<file path="src/rtl/prci_rst_gen.sv">
// Reset-request generator feeding the PRCI: debounced button, watchdog and DMI requests
// become minimum-width power-on / debug reset pulses, with the last reset cause kept for readback.
module prci_rst_gen #(
    parameter int DEBOUNCE_CYCLES = 16,
    parameter int POR_CYCLES      = 64,
    parameter int DMI_CYCLES      = 8
) (
    input  logic       i_clk,
    input  logic       i_rst,
    input  logic       i_btn,
    input  logic       i_wdog_expired,
    input  logic       i_dmi_rst_req,
    output logic       o_pwrreset,
    output logic       o_dmireset,
    output logic [3:0] o_rst_cause,
    output logic       o_busy
);

    localparam int MAX_PD = (POR_CYCLES > DMI_CYCLES) ? POR_CYCLES : DMI_CYCLES;
    localparam int MAX_C  = (MAX_PD > DEBOUNCE_CYCLES) ? MAX_PD : DEBOUNCE_CYCLES;
    localparam int CW     = $clog2(MAX_C) + 1;

    localparam logic [CW-1:0] DB_LAST  = CW'(DEBOUNCE_CYCLES - 1);
    localparam logic [CW-1:0] POR_LAST = CW'(POR_CYCLES - 1);
    localparam logic [CW-1:0] DMI_LAST = CW'(DMI_CYCLES - 1);

    localparam logic [3:0] CAUSE_POR  = 4'b0001;
    localparam logic [3:0] CAUSE_BTN  = 4'b0010;
    localparam logic [3:0] CAUSE_WDOG = 4'b0100;
    localparam logic [3:0] CAUSE_DMI  = 4'b1000;

    typedef enum logic [1:0] {
        ST_POR      = 2'd0,
        ST_IDLE     = 2'd1,
        ST_PWR_HOLD = 2'd2,
        ST_DMI_HOLD = 2'd3
    } state_t;

    state_t        r_state;
    state_t        w_state_nxt;
    logic [CW-1:0] r_count;
    logic [CW-1:0] w_count_nxt;
    logic [CW-1:0] w_count_inc;
    logic [3:0]    r_cause;
    logic [3:0]    w_cause_nxt;
    logic          r_pwrreset;
    logic          r_dmireset;
    logic          r_busy;

    logic          r_btn_s1;
    logic          r_btn_s2;
    logic          r_btn_db;
    logic [CW-1:0] r_db_cnt;
    logic          r_dmi_req_d;
    logic          w_dmi_edge;

    // Button path: 2-flop synchroniser, then accept a new level only after it has been stable long enough.
    always_ff @(posedge i_clk) begin
        if (i_rst) begin
            r_btn_s1    <= 1'b0;
            r_btn_s2    <= 1'b0;
            r_btn_db    <= 1'b0;
            r_db_cnt    <= '0;
            r_dmi_req_d <= 1'b0;
        end else begin
            r_btn_s1    <= i_btn;
            r_btn_s2    <= r_btn_s1;
            r_dmi_req_d <= i_dmi_rst_req;
            if (r_btn_s2 == r_btn_db) begin
                r_db_cnt <= '0;
            end else if (r_db_cnt == DB_LAST) begin
                r_btn_db <= r_btn_s2;
                r_db_cnt <= '0;
            end else begin
                r_db_cnt <= r_db_cnt + CW'(1);
            end
        end
    end

    assign w_dmi_edge  = i_dmi_rst_req & ~r_dmi_req_d;
    assign w_count_inc = (r_count == {CW{1'b1}}) ? r_count : r_count + CW'(1);

    always_comb begin
        w_state_nxt = r_state;
        w_count_nxt = r_count;
        w_cause_nxt = r_cause;
        case (r_state)
            ST_POR: begin
                if (r_count == POR_LAST) begin
                    w_state_nxt = ST_IDLE;
                    w_count_nxt = '0;
                end else begin
                    w_count_nxt = w_count_inc;
                end
            end
            ST_IDLE: begin
                w_count_nxt = '0;
                if (r_btn_db) begin
                    w_state_nxt = ST_PWR_HOLD;
                    w_cause_nxt = CAUSE_BTN;
                end else if (i_wdog_expired) begin
                    w_state_nxt = ST_PWR_HOLD;
                    w_cause_nxt = CAUSE_WDOG;
                end else if (w_dmi_edge) begin
                    w_state_nxt = ST_DMI_HOLD;
                    w_cause_nxt = CAUSE_DMI;
                end
            end
            ST_PWR_HOLD: begin
                // A held button stretches the pulse; the hold window starts at release.
                if (r_btn_db) begin
                    w_count_nxt = '0;
                end else if (r_count == POR_LAST) begin
                    w_state_nxt = ST_IDLE;
                    w_count_nxt = '0;
                end else begin
                    w_count_nxt = w_count_inc;
                end
            end
            ST_DMI_HOLD: begin
                if (r_btn_db) begin
                    w_state_nxt = ST_PWR_HOLD;
                    w_count_nxt = '0;
                    w_cause_nxt = CAUSE_BTN;
                end else if (i_wdog_expired) begin
                    w_state_nxt = ST_PWR_HOLD;
                    w_count_nxt = '0;
                    w_cause_nxt = CAUSE_WDOG;
                end else if (r_count == DMI_LAST) begin
                    w_state_nxt = ST_IDLE;
                    w_count_nxt = '0;
                end else begin
                    w_count_nxt = w_count_inc;
                end
            end
            default: begin
                w_state_nxt = ST_POR;
                w_count_nxt = '0;
            end
        endcase
    end

    // Outputs are registered from the next state so they switch on the edge that changes state.
    always_ff @(posedge i_clk) begin
        if (i_rst) begin
            r_state    <= ST_POR;
            r_count    <= '0;
            r_cause    <= CAUSE_POR;
            r_pwrreset <= 1'b1;
            r_dmireset <= 1'b0;
            r_busy     <= 1'b1;
        end else begin
            r_state    <= w_state_nxt;
            r_count    <= w_count_nxt;
            r_cause    <= w_cause_nxt;
            r_pwrreset <= (w_state_nxt == ST_POR) || (w_state_nxt == ST_PWR_HOLD);
            r_dmireset <= (w_state_nxt == ST_DMI_HOLD);
            r_busy     <= (w_state_nxt != ST_IDLE);
        end
    end

    assign o_pwrreset  = r_pwrreset;
    assign o_dmireset  = r_dmireset;
    assign o_rst_cause = r_cause;
    assign o_busy      = r_busy;

endmodule

</file>
<file path="config.mk">
export PLATFORM = sky130hd
export DESIGN_NAME = prci_rst_gen
export DESIGN_NICKNAME = d
export VERILOG_FILES = /design/src/rtl/prci_rst_gen.sv
export SDC_FILE = /design/constraint.sdc
export NUM_CORES = 1
export LEC_CHECK = 0
export ABC_AREA = 1
export CAP_MARGIN = 10
export CORE_MARGIN = 2
export CORE_UTILIZATION = 35
export DETAILED_ROUTE_END_ITERATION = 8
export GPL_TIMING_DRIVEN = 1
export REMOVE_ABC_BUFFERS = 1
export SKIP_LAST_GASP = 1
export SYNTH_ARGS = -nofsm -noshare
export SYNTH_HDL_FRONTEND = slang
export SYNTH_SLANG_ARGS = --single-unit
</file>
<file path="constraint.sdc">
create_clock -name i_clk -period 1.8 [get_ports i_clk]
set_clock_uncertainty 0.2 [all_clocks]
set_input_delay 0.18 -clock i_clk [delete_from_list [all_inputs] [get_ports i_clk]]
set_output_delay 0.18 -clock i_clk [all_outputs]
set_load 0.01 [all_outputs]
</file>
==> results.md <==
* Routed vias/inst at 4.37
* Leak at 0.594 nW
* Synth cell count leaders: nor2_1, dfxtp_1, nand2_1
* Power Dens Cells at approximately 750 mW/mm^2
* Routed via count at 948
* Min cycle time layout at 1.59 ns
* Hold Vio Cnt, Final at 0
* Post-Syn Area at 0.00117 sq mm
* Post-synth EDFFs at 0
* DRT met1 WL at 1010 microns
* Register area share after synthesis at 46.4%
* Most frequent cell after synthesis: nor2_1
* Worst Path Max Fanout at 6
* Area delta synth->final at 17.1%
* CP required at 1.83 ns
* Met3 wire length at 27 microns
* Worst-path clk slew at 0.14 ns
* # Post-CTS Setup Buffers at 0
* Vias in the first global route at 819
* Die Area at 0.00381 sq mm
* Core Area at 0.00310 sq mm
* Worst skew pair latency at approximately 0.31 ns
* Max cap viols at 0
* Largest net degree at the start of global routing at 15
* Initial Util at a little under two fifths
* DR iter-0 viols at a little over 40
* Nets at 181
* Antenna Nets Post-Route at 0
* Status: complete, no violations
* Warnings, synthesis at 0
* Number of I/O pins at 12
* # setup viols final at 0
* Initial antenna violation count at 0
* Area contributors post-synth: dfxtp_1, nor2_1, nand2_1
* CTS tree: yes
* Asr flop ratio synth at 0%
* R2r setup slk at approximately 0.21 ns
* WP data arrival at 1.62 ns
* Routed wire length per instance at 9.00 microns
* Startpoint Class: register
* Main synth FF type: dfxtp_1
* Hold_ws at 0.166 ns
* Clock Sinks at 27
* Row Count at 20
* Wire length on met2 at 889 microns
* Slew Viols, Final at 0
* Unrepaired setup endpoints after global routing: false
* First-pass DRT Iterations at 3
* Final GP Congestion at 0.784
* Maximum clock rate at between 600 and 700 MHz
* Fillers at around 350
* Yosys top cell area share at 46.4%
* Peak VDD IR at 0.445 mV
* First-pass GRT wire length at 3410 microns
* Slew HR at 81.4%
* Max clock buf depth at 2
* Root buf cell: clkbuf_4
* CTS HTree Levels at 1
* WS Path Type: reg2reg
* Die Wd at 61.7 microns
* DIE HEIGHT at 61.7 microns
* CP Capture Type: register
* Worst slew pin tran at 0.278 ns
* Share of layout cells above drive strength 1 at 10.4%
* Max Used Layer: met4
* Cell type with the largest total area after synthesis: dfxtp_1
* Synthesized flop and latch total at 27
* Setup TNS at 0 ns
* Total wire length at 1950 microns
* Tcrit/Tclk final at 88.5%
* CTS Hold Bufs at 0
* Hold WC Path Type: in2reg
* Ant. Diodes at 0
* Resized cells post-CTS at 0
* Post-synthesis instance total at 157
* Total track usage at 12.1%
* Port bufs at 11
* Grt total ovfl at 0
* DRC Markers at 0
* Cts bufs inserted at 3
* Post-DP HPWL at 1520 microns
* Synth unique cells at 20
* Mean Syn Cell Area at approximately 7.4 sq um
==> where the power goes <==
part           switching, mW  internal (mW)
combinational         0.0632         0.0564
sequential            0.0214          0.625
clock                  0.167         0.0866
total                  0.252          0.768
==> flip-flops by register name (all words and copies together), names as in the netlist, 2 cells and up <==
signal       cells
r_count          7
r_db_cnt         7
o_rst_cause      4
r_state          2
==> placed cells by master (no fill, tap or decap), types with 4 or more instances in the layout <==
| cell | netlist | final |
|---|---|---|
| xor2_1 | 4 | 4 |
| nand2_2 | 7 | 7 |
| inv_1 | 20 | 20 |
| nand3_1 | 11 | 11 |
| nor2_1 | 32 | 32 |
| dfxtp_1 | 27 | 27 |
| nand2_1 | 26 | 26 |
| clkdlybuf4s50_1 | 0 | 11 |
| a21oi_1 | 8 | 8 |
| o21ai_0 | 5 | 5 |
==> cells by family after synthesis <==
group | Yosys count | synth area share, %
XOR/XNOR | 6 | 4.51
AND/OR/NAND/NOR | 83 | 32.1
AO/OA/AOI/OAI | 16 | 7.40
adder cells (fa/ha/maj) | 2 | 2.15
buffers and inverters | 23 | 7.51
flip-flops | 27 | 46.4
==> layout make-up <==
cell class / instances / area [sq um] / share of cell area (%)
timing repair buffer: 12 / 118 / 8.62
multi-input combinational: 107 / 538 / 39.4
inverter: 23 / 87.6 / 6.42
sequential: 27 / 541 / 39.6
clock buffer: 4 / 26.3 / 1.92
tap: 44 / 55.1 / 4.03
==> layer usage <==
metal	up-vias	GRT usage (%)
met5	-	0
met4	0	6.38
met3	2	2.48
met2	7	17.6
met1	419	17.0
li1	520	-
==> per-stage QoR <==
step                utilization [%]  std cells  cell area (sq um)  power, mW  setup WS, ns
floorplan                         -        157               1170      0.731         0.338
global placement               43.1        213               1340      0.778         0.194
detailed placement             43.1        213               1340      0.780         0.206
CTS                            44.0        217               1370       1.04         0.188
global route                   44.0        217               1370       1.08        0.0629
finish                         44.0        217               1370       1.02         0.208
==> path summary, 6_finish.rpt <==
path                                              end                   from  depth (start not counted)
worst min-delay path              r_btn_s1$_SDFF_PP0_                  i_btn                          3
worst min register to register    r_btn_s2$_SDFF_PP0_    r_btn_s1$_SDFF_PP0_                          2
worst max-delay path            r_count[1]$_SDFF_PP0_  r_count[0]$_SDFF_PP0_                          7
worst max register to register  r_count[1]$_SDFF_PP0_  r_count[0]$_SDFF_PP0_                          7
==> critical path: stages (launching register included) <==
cell and delay, ns:
dfxtp_1 0.43, ha_1 0.19, inv_1 0.11, nor2_8 0.16, nand2_2 0.09, or2_0 0.21, o21ai_1 0.08, nor2_1 0.05
No activity file was read; power rests on OpenSTA's default activity.
